$ cat src/rtl/cbs_credit_gate.sv
// Credit-based shaper gate for one traffic class, between a class queue and an arbiter input.
// Latency: zero; data, keep and last pass through combinationally with no buffering.
// Backpressure: a new frame starts only when credit >= 0; once started, the frame passes to tlast.
//
// Ports:
//   clk, rstn                 clock, asynchronous active-low reset
//   enable                    1 = shaping, 0 = transparent pass-through (credit forced to 0)
//   idle_slope, send_slope    unsigned credit gain per eligible cycle / loss per transmitted byte
//   hi_credit, lo_credit      signed clamp limits applied to every credit update
//   s_axis_*                  upstream AXI-Stream slave (from class queue)
//   m_axis_*                  downstream AXI-Stream master (to arbiter)
//   credit                    registered signed credit
//   gate_open                 1 when a new frame may start (or a frame is in flight)
module cbs_credit_gate #(
  parameter int C_AXIS_TDATA_WIDTH = 8,
  parameter int C_AXIS_TKEEP_WIDTH = C_AXIS_TDATA_WIDTH / 8,
  parameter int SLOPE_WIDTH        = 16,
  parameter int CREDIT_WIDTH       = 32
) (
  input  logic                          clk,
  input  logic                          rstn,
  input  logic                          enable,
  input  logic [SLOPE_WIDTH-1:0]        idle_slope,
  input  logic [SLOPE_WIDTH-1:0]        send_slope,
  input  logic [CREDIT_WIDTH-1:0]       hi_credit,
  input  logic [CREDIT_WIDTH-1:0]       lo_credit,
  input  logic [C_AXIS_TDATA_WIDTH-1:0] s_axis_tdata,
  input  logic [C_AXIS_TKEEP_WIDTH-1:0] s_axis_tkeep,
  input  logic                          s_axis_tvalid,
  output logic                          s_axis_tready,
  input  logic                          s_axis_tlast,
  output logic [C_AXIS_TDATA_WIDTH-1:0] m_axis_tdata,
  output logic [C_AXIS_TKEEP_WIDTH-1:0] m_axis_tkeep,
  output logic                          m_axis_tvalid,
  input  logic                          m_axis_tready,
  output logic                          m_axis_tlast,
  output logic [CREDIT_WIDTH-1:0]       credit,
  output logic                          gate_open
);

  localparam int BW = $clog2(C_AXIS_TKEEP_WIDTH + 1);   // byte-count width
  localparam int PW = SLOPE_WIDTH + BW;                 // debit product width
  localparam int EW = CREDIT_WIDTH + 1;                 // extended arithmetic width

  typedef enum logic {IDLE, XMIT} state_e;

  state_e                   state_q, state_d;
  logic [CREDIT_WIDTH-1:0]  credit_q, credit_d;

  logic                     gate;
  logic                     beat;
  logic                     credit_neg;
  logic                     credit_pos;
  logic [BW-1:0]            bytes;
  logic [PW-1:0]            debit;
  logic signed [EW-1:0]     cur_x, debit_x, idle_x, lo_x, hi_x, raw;

  // Gate depends only on registered state/credit and enable, never on slopes or limits.
  // Holding rstn in the term forces both handshakes low while in reset.
  assign credit_neg = credit_q[CREDIT_WIDTH-1];
  assign credit_pos = !credit_neg && (credit_q != '0);
  assign gate       = rstn && ((state_q == XMIT) || !enable || !credit_neg);

  assign gate_open     = gate;
  assign m_axis_tvalid = s_axis_tvalid & gate;
  assign s_axis_tready = m_axis_tready & gate;
  assign beat          = s_axis_tvalid & s_axis_tready;

  assign m_axis_tdata  = s_axis_tdata;
  assign m_axis_tkeep  = s_axis_tkeep;
  assign m_axis_tlast  = s_axis_tlast;
  assign credit        = credit_q;

  always_comb begin
    bytes = '0;
    for (int i = 0; i < C_AXIS_TKEEP_WIDTH; i++) begin
      bytes = bytes + BW'(s_axis_tkeep[i]);
    end
  end

  // Extended width guarantees that neither debit nor idle gain can wrap before clamping.
  assign debit   = PW'(send_slope) * PW'(bytes);
  assign cur_x   = {credit_q[CREDIT_WIDTH-1], credit_q};
  assign debit_x = {{(EW-PW){1'b0}}, debit};
  assign idle_x  = {{(EW-SLOPE_WIDTH){1'b0}}, idle_slope};
  assign lo_x    = {lo_credit[CREDIT_WIDTH-1], lo_credit};
  assign hi_x    = {hi_credit[CREDIT_WIDTH-1], hi_credit};

  always_comb begin
    raw = cur_x;
    if (!enable) begin
      raw = '0;
    end else if (beat) begin
      raw = cur_x - debit_x;
    end else if ((state_q == IDLE) && !s_axis_tvalid && credit_pos) begin
      // Empty queue: positive credit is not banked.
      raw = '0;
    end else if (s_axis_tvalid || credit_neg || (state_q == XMIT)) begin
      raw = cur_x + idle_x;
    end

    // Clamp every update, including holds, so a raised lo_credit takes effect next cycle.
    if (raw > hi_x) begin
      credit_d = hi_credit;
    end else if (raw < lo_x) begin
      credit_d = lo_credit;
    end else begin
      credit_d = raw[CREDIT_WIDTH-1:0];
    end
  end

  always_comb begin
    state_d = state_q;
    case (state_q)
      IDLE:    if (beat && !s_axis_tlast) state_d = XMIT;
      XMIT:    if (beat &&  s_axis_tlast) state_d = IDLE;
      default: state_d = IDLE;
    endcase
  end

  always_ff @(posedge clk or negedge rstn) begin
    if (!rstn) begin
      state_q  <= IDLE;
      credit_q <= '0;
    end else begin
      state_q  <= state_d;
      credit_q <= credit_d;
    end
  end

endmodule

$ cat config.mk
export PLATFORM = sky130hd
export DESIGN_NAME = cbs_credit_gate
export DESIGN_NICKNAME = d
export VERILOG_FILES = /design/src/rtl/cbs_credit_gate.sv
export SDC_FILE = /design/constraint.sdc
export NUM_CORES = 1
export LEC_CHECK = 0
export BUFFER_PORTS_ARGS = -buffer_cell sky130_fd_sc_hd__buf_2
export CAP_MARGIN = 10
export CORE_MARGIN = 5
export CORE_UTILIZATION = 50
export DETAILED_ROUTE_END_ITERATION = 12
export PLACE_DENSITY_LB_ADDON = 0.1
export SLEW_MARGIN = 20
export SYNTH_ARGS = -nofsm -noshare
export SYNTH_HDL_FRONTEND = slang
export SYNTH_SLANG_ARGS = --single-unit
export TNS_END_PERCENT = 100
$ cat constraint.sdc
create_clock -name clk -period 15.86 [get_ports clk]
set_input_delay 2.379 -clock clk [delete_from_list [all_inputs] [get_ports clk]]
set_output_delay 2.379 -clock clk [all_outputs]
set_load 0.005 [all_outputs]
[Yosys cells after proc, flatten, opt, wreduce, memory -nomap -nowiden]
Cells that the tools add are included.
Storage, ports and cells
  memory bits (read-only): 0
  latch bits: 0
  memories: 0
  RAM bits: 0
  register bits after elaboration: 33
  output and inout bits: 45
  bits of input ports: 111
Cells by class
  reduce and logical (&&, ||, !) cells: 15
  shift operators: 0
  $lt $le $gt $ge: 2
  muxes and demuxes: 9
  eq/ne operators: 0
  bitwise gates (word level): 4
  divide/modulo/power cells: 0
  multiply operators: 1
  $add $sub $neg: 2
Operators with widths (count)
  $mux 33: 4
  $mux 32: 2
  $add 32x17->33: 1
  $gt 33x32->1: 1
  $lt 33x32->1: 1
  $sub 32x18->33: 1
  $reduce_bool 32->1: 1
  $mul 16x1->17: 1
  $logic_and 1x1->1: 6
  $logic_not 1->1: 4
  $logic_or 1x1->1: 4
  $and 1x1->1: 3
  $mux 1: 2
  $pmux 1 s2: 1
  $not 1->1: 1

[Logic depth before layout (Yosys ltp)]
Gate-level depths: netlist of run 1.
  word-level depth: 11
  mapped depth: 22
  depth with buffers taken out: 20

[Worst setup path after synthesis of run 1]
OpenSTA, ideal clock, no wires.
  path type: input to register
  from: in s_axis_tkeep
  to: reg credit_q[26], in the netlist credit[26]
  stages on the path: 20
  data required time: 15.736 ns
  library setup time: 0.124 ns
  arrival: 7.218 ns
  buffers on the path: 2
  setup slack: 8.518 ns
  path through: clkbuf_1 -> nand2_1 -> ha_1 -> and3_1 -> a221o_1 -> a21oi_1 -> a31oi_1 -> o311ai_0 -> o31ai_1 -> a31o_2 -> ha_1 -> a2111oi_0 -> o21ai_0 -> a311o_1 -> a2111oi_0 -> nand3_1 -> nand2_1 -> buf_2 -> a311oi_1 -> o31a_1
Between the ends
  word-level cells in the longest chain between the ends: 7
  elaborated cells on any way between the ends: 8
  those cells by class: add/sub: 1; mul: 1; order compare: 2; mux: 4
RTL lines
  from (decl): line 28  | input logic [C_AXIS_TKEEP_WIDTH-1:0] s_axis_tkeep,
  $mul 16x1->17 *: line 82  | assign debit = PW'(send_slope) * PW'(bytes);
  $sub 32x18->33 *: line 94  | raw = cur_x - debit_x;
  $mux 33 *: line 93  | end else if (beat) begin
  $mux 33 *: line 91  | if (!enable) begin
  $lt 33x32->1: line 105  | end else if (raw < lo_x) begin
  $mux 32: line 105
  $mux 32 *: line 103  | if (raw > hi_x) begin
  net credit_d[26]: line 48  | logic [CREDIT_WIDTH-1:0] credit_q, credit_d;
  to (signal assigned): line 127  | credit_q <= credit_d;
  to (decl): line 48
Mark *: on every way through the listed nets, which the timed path passes. The rest lies on a longest branch.

[Worst setup path after layout of run 1]
  from: in s_axis_tkeep
  to: reg credit_q[18], in the netlist credit[18]
The elaborated chain is that of the path after synthesis.

==> impl_metrics.tcl, run 1 <==
set metrics [dict create \
    cts.sinks 33 \
    p_seq_share_pct 17.1 \
    num_rows 41 \
    r2r_end "credit[18]$_DFF_PN0_" \
    clockRootBuffer "clkbuf_16" \
    vdd.ir_drop.worst_mv 0.0649 \
    holdPathStages 2 \
    die_h_um 124 \
    stdcell_count 1170 \
    grt_max_degree 38 \
    required_ns 16.01 \
    synth_fp_nets 1103 \
    maxCapViolCount 0 \
    dp_cells 1162 \
    die_w_um 124 \
    synth_edf_count 0 \
    relSlewSlack_pct 37.5 \
    via_per_inst 6.48 \
    grt_remaining_overflow 0 \
    grt_pass1_wl_mm 35.6 \
    core_area_um2 12700 \
    hold_viol 0 \
    vias 7577 \
    ctsResizeCount 0 \
    r2r_cells 19 \
    synth-seq-cells 33 \
    portBuffers 139 \
    antenna_found_initial 0 \
    insertion_delay_ns 0.27 \
    setup.worst_path.start_class "input pin" \
    pwr-share-clk_pct 7.5 \
    htree_levels 2 \
    p_sw_mw 0.731 \
    track_usage_pct 29.6 \
    remaining_drc_errors 0 \
    fin_nets 1207 \
    diodes 0 \
    fin_crit_sh_pct 56.3 \
    layout_setup_ws_ns 6.94 \
    crit_path_max_fanout 18 \
    cp_cell_sequence "buf_2, and2_1, ha_1, fa_1, nor2b_1, o31a_1, o211ai_1, a31oi_1, nor4_1, a21o_1, a31o_2, ha_1, a2111oi_0, o21ai_0, a311o_1, a2111oi_0, nand3_1, nand2_1, nor3_1, a221o_1" \
    worstMarginPinSlew_ns 0.934 \
    cp_slowest_stage_delay_ns 0.78 \
    drt_iter0_drc 820 \
    largest_register_ffs 32 \
    yosys_warnings 0 \
    dp_slack_ns 6.87 \
    synth_ff_type "dfrtp_1" \
    final_util_pct 58.1 \
    maxSlewViolCount 0 \
    firstDrtPassIters 5 \
    cts_hold_buf 0 \
    place_congestion 0.979 \
    fmax_mhz 112 \
    tns_ns 0 \
    p_leak_nw 3.57 \
    swShare_pct 55.9 \
    run_status "finished, final reports clean" \
    layout-drive-gt1-share_pct 17.6 \
    power_density_nw_per_um2 178 \
    worst_ep_arrival_time_ns 9.08 \
    setup_violations 0 \
    cts_max_path_buffers 2 \
    fin_crit_ns 8.92 \
    critPathKind "in2reg" \
    drt_wl_total_mm 23.4 \
    areaGrowthSynthToFinish_pct 13.5 \
    cts_buffers 5 \
    n_fill_cell 1268 \
    io_pins 156 \
    p_total_mw 1.31 \
    grt_setup_unrepaired "false" \
    seq_area_frac_synth_pct 12.7 \
    reg2reg_setup_slack_ns 8.82 \
    initial_core_util_pct 51.2 \
    fp.dieArea_um2 15300 \
    yosys.cell_types.count 78 \
    cts_setup_buffers 0 \
    hpwl_mm 19.0 \
    syn-mean-instance-area_um2 7.26 \
    synth_area_um2 6480 \
    fin_skew_ns 0.00524 \
    netlist_instances 893 \
    ant_nets 0 \
    cpMaxStageDelayCell "a2111oi_0" \
    hp-class "reg2reg" \
    wl_per_cell_um 20.0 \
    p_int_mw 0.577 \
    ys_async_sr_fraction_pct 100 \
    cp-end-kind "flip-flop" \
    p_comb_share_pct 75.4 \
    r2r_start "credit[0]$_DFF_PN0_" \
    grt_pass1_vias 6780 \
    clkTransAtPathRegs_ns 0.05 \
    cts_tree "done" \
]
-- cells in the mapped netlist, types with 13 or more instances --
cell type	n	area [um2]
nor3_1	25	125
xnor2_1	13	114
inv_1	81	304
ha_1	97	1210
o211ai_1	16	120
a21o_1	18	135
nand4_1	27	169
dfrtp_1	33	826
and3_1	15	93.8
o21ai_0	84	420
nor2_1	50	188
clkbuf_1	31	116
a21oi_1	77	385
nand3_1	21	105
and2_1	13	81.3
nand2_1	69	259
o21a_1	13	97.6
-- critical path: cells and delay by family --
family	cells	cell delay, ns
buffers and inverters	1	0.22
AO/OA/AOI/OAI	10	3.58
AND/OR/NAND/NOR	6	1.94
adder cells (fa/ha/maj)	3	0.92
-- worst max-delay path by stage --
| stage | cells after the start | endpoint | from |
|---|---|---|---|
| after floorplan | 20 | credit[26]$_DFF_PN0_ | s_axis_tkeep |
| after global placement | 20 | credit[18]$_DFF_PN0_ | s_axis_tkeep |
| after detailed placement | 20 | credit[18]$_DFF_PN0_ | s_axis_tkeep |
| after CTS | 20 | credit[18]$_DFF_PN0_ | s_axis_tkeep |
| after global routing | 15 | credit[31]$_DFF_PN0_ | rstn |
| final | 20 | credit[18]$_DFF_PN0_ | s_axis_tkeep |
-- kinds of logic after synthesis --
logic type	count (synthesis)	synth area share [%]
xor gates and xnor gates	18	2.43
muxes	6	0.984
AOI/OAI and AO/OA	332	34.2
buffers and inverters	127	8.22
DFF	33	12.7
and+or+nand+nor	278	22.1
adders and majority gates	99	19.3
-- per-stage QoR --
| stage | hold slack [ns] | instance area (um2) |
|---|---|---|
| after floorplan | 0.511 | 6480 |
| after global placement | 0.556 | 7200 |
| after detailed placement | 0.580 | 7200 |
| after CTS | 0.589 | 7360 |
| after global routing | 0.613 | 7360 |
| final | 0.585 | 7360 |
-- cell usage in the layout, fill, tap and decap left out, drive strengths merged, types with 5 or more instances in the layout --
| cell type | Yosys | final |
|---|---|---|
| nor3 | 25 | 25 |
| nor2 | 51 | 51 |
| clkbuf | 31 | 7 |
| nand2b | 10 | 10 |
| a32oi | 5 | 5 |
| a21oi | 78 | 78 |
| xnor2 | 13 | 13 |
| a311oi | 10 | 10 |
| ha | 97 | 97 |
| a21boi | 6 | 6 |
| and4 | 5 | 5 |
| and3 | 15 | 15 |
| dfrtp | 33 | 33 |
| nand4 | 27 | 27 |
| a31o | 6 | 6 |
| xor2 | 5 | 5 |
| a31oi | 12 | 12 |
| o22ai | 6 | 6 |
| and2 | 14 | 14 |
| buf | 15 | 143 |
| or4 | 5 | 5 |
| o31a | 12 | 12 |
| nor4 | 13 | 13 |
| nand2 | 70 | 70 |
| o211ai | 17 | 17 |
| a211oi | 9 | 9 |
| o31ai | 8 | 8 |
| a21o | 18 | 18 |
| o21a | 13 | 13 |
| nand3 | 21 | 21 |
| nor2b | 9 | 9 |
| o21ai | 85 | 85 |
| or3 | 5 | 5 |
| inv | 81 | 81 |
-- layer usage --
layer,up-vias,track usage [%],wire length (um)
li1,3581,-,-
met1,3472,43.9,10300
met2,471,46.0,10200
met3,53,2.04,2290
met4,0,8.93,631
met5,-,0,0
-- area by class of cell --
| type | count | area (um2) | area share [%] |
|---|---|---|---|
| inverters | 81 | 304 | 4.13 |
| repair buffers | 143 | 726 | 9.87 |
| well taps | 172 | 215 | 2.93 |
| multi-input cells | 733 | 5130 | 69.7 |
| clock inverters | 1 | 5.00 | 0.0680 |
| flip-flops and latches | 33 | 826 | 11.2 |
| clock buffers | 7 | 153 | 2.08 |
-- power groups by stage --
stage               logic, mW  clock network [mW]  registers, mW
finish                  0.986              0.0987          0.223
global route             1.08               0.104          0.226
CTS                     0.961              0.0991          0.217
detailed placement      0.954                   0          0.219
global placement        0.956                   0          0.218
floorplan               0.708                   0          0.174
Note: power is estimated with default switching activity, not from simulation.
==> run 2, diff against run 1 <==
- clock period: 15.86 -> 8.4 ns (I/O delays scaled with it)
==> run 2 against run 1 <==
Against the previous run: critical path depth grew 1; flip-flop and latch count is the same; final area grew 0.92%; first-iteration DRC count shrank 1.7%; register-to-register slack lost 6.5 ns; setup slack lost 5.5 ns; clock-buffer cell count is the same; sequential power grew 87%; combinational power grew 89%.
==> impl_metrics.tcl, run 2 (synthesis gave the netlist of run 1 again) <==
set metrics [dict create \
    cts_buffers 5 \
    drt_wl_total_mm 23.4 \
    worstMarginPinSlew_ns 0.897 \
    critPathKind "in2reg" \
    run_status "finished, final reports clean" \
    cp-end-kind "flip-flop" \
    setup.worst_path.start_class "input pin" \
    diodes 0 \
    grt_max_degree 37 \
    cpMaxStageDelayCell "a31oi_1" \
    antenna_found_initial 0 \
    hp-class "reg2reg" \
    htree_levels 2 \
    vdd.ir_drop.worst_mv 0.108 \
    whs_ns 0.565 \
    worst_ep_arrival_time_ns 7.15 \
    fmax_mhz 143 \
    p_leak_nw 3.61 \
    fin_skew_ns 0.00766 \
    core_area_um2 12700 \
    crit_path_max_fanout 18 \
    cts_tree "done" \
    cts.sinks 33 \
    tns_ns 0 \
    power_density_nw_per_um2 336 \
    place_area_um2 7250 \
    io_pins 156 \
    clockRootBuffer "clkbuf_16" \
    largest_register_ffs 32 \
    initial_core_util_pct 51.2 \
    via_per_inst 6.41 \
    grt_setup_unrepaired "false" \
    layout-drive-gt1-share_pct 18.1 \
    p_total_mw 2.49 \
    track_usage_pct 29.9 \
    p_comb_share_pct 74.8 \
    stdcell_count 1177 \
    r2r_start "credit[0]$_DFF_PN0_" \
    num_rows 41 \
    vias 7540 \
    grt_remaining_overflow 0 \
    remaining_drc_errors 0 \
    swShare_pct 55.0 \
    r2r_end "credit[31]$_DFF_PN0_" \
    cp_cell_sequence "buf_2, and2_1, ha_1, fa_1, nor2b_1, o31a_1, o211ai_1, a31oi_1, nor4_1, a21o_1, a31o_2, ha_1, a2111oi_0, o21ai_0, a311o_1, a2111oi_0, nand3_1, buf_4, nand2_1, nor3_1, a221o_1" \
    hold_viol 0 \
    p_sw_mw 1.37 \
    r2r_cells 21 \
    die_h_um 124 \
    reg2reg_setup_slack_ns 2.28 \
    dp_cells 1169 \
    cts_hold_buf 0 \
    cts_setup_buffers 0 \
    fin_crit_sh_pct 83.3 \
    drt_iter0_drc 806 \
    ant_nets 0 \
    place_congestion 1.03 \
    required_ns 8.55 \
    wl_per_cell_um 19.8 \
    p_seq_share_pct 16.8 \
    mostFrequentLayoutCells "139 x buf_2, 97 x ha_1, 84 x o21ai_0" \
    maxCapViolCount 0 \
    maxSlewViolCount 0 \
    clkTransAtPathRegs_ns 0.05 \
    areaGrowthSynthToFinish_pct 14.5 \
    hpwl_mm 19.2 \
    design_area_um2 7420 \
    pwr-share-clk_pct 8.4 \
    cts_max_path_buffers 2 \
    final_common_cell "buf_2" \
    fin_nets 1214 \
    fin_crit_ns 6.99 \
    portBuffers 139 \
    setup_violations 0 \
    firstDrtPassIters 5 \
    relSlewSlack_pct 39.9 \
    die_w_um 124 \
    fp.dieArea_um2 15300 \
    grt_pass1_wl_mm 35.8 \
    ctsResizeCount 0 \
    grt_pass1_vias 6872 \
    cp_slowest_stage_delay_ns 0.70 \
    p_int_mw 1.12 \
    insertion_delay_ns 0.28 \
    holdPathStages 2 \
]
## run 2: cell types whose count changed in the layout (fill, tap and decap cells not counted), sizes merged
| cell | before | now |
|---|---|---|
| buf | 143 | 150 |
| bufinv | 0 | 1 |
| clkinv | 1 | 0 |
## run 2: per-layer routing
layer / track usage (%) / routed length, um / share of wire, %
met5: 0 / 0 / 0
met4: 8.37 / 563 / 2.4
met3: 4.54 / 2540 / 11
met2: 44.6 / 9870 / 42
met1: 44.5 / 10400 / 44
## run 2: power groups by stage
stage | registers, mW | clock network [mW] | logic [mW]
final | 0.418 | 0.210 | 1.86
after global routing | 0.427 | 0.222 | 2.05
after CTS | 0.408 | 0.214 | 1.82
after detailed placement | 0.410 | 0 | 1.81
after global placement | 0.414 | 0 | 1.80
after floorplan | 0.328 | 0 | 1.34
## run 2: how the worst max path moves through the flow
stage,from,endpoint,slack [ns],depth (start not counted)
after detailed placement,s_axis_tkeep,credit[31]$_DFF_PN0_,1.29,21
after CTS,s_axis_tkeep,credit[31]$_DFF_PN0_,1.56,21
final,s_axis_tkeep,credit[31]$_DFF_PN0_,1.41,21
after floorplan,s_axis_tkeep,credit[26]$_DFF_PN0_,2.18,20
after global placement,s_axis_tkeep,credit[18]$_DFF_PN0_,1.43,21
after global routing,s_axis_tkeep,credit[31]$_DFF_PN0_,1.12,20
## run 2: area by class of cell
type | instances | area, um2
fill | 1263 | 5250
multi-input combinational | 733 | 5130
sequential | 33 | 826
timing repair buffer | 150 | 778
inverter | 81 | 304
tap | 172 | 215
clock buffer | 7 | 143
clock inverter | 1 | 30.0
## run 2: stage by stage
step | setup slack, ns | util, %
after floorplan | 2.18 | -
after global placement | 1.43 | 57.2
after detailed placement | 1.29 | 57.2
after CTS | 1.56 | 58.6
after global routing | 1.12 | 58.6
final | 1.41 | 58.6
## run 2: worst max-delay path, delay by kind of cell
family                   cells  cell delay [ns]
AND/OR/NAND/NOR              6             1.13
AO/OA/AOI/OAI               10             3.41
adder cells (fa/ha/maj)      3             0.90
buffers and inverters        2             0.43
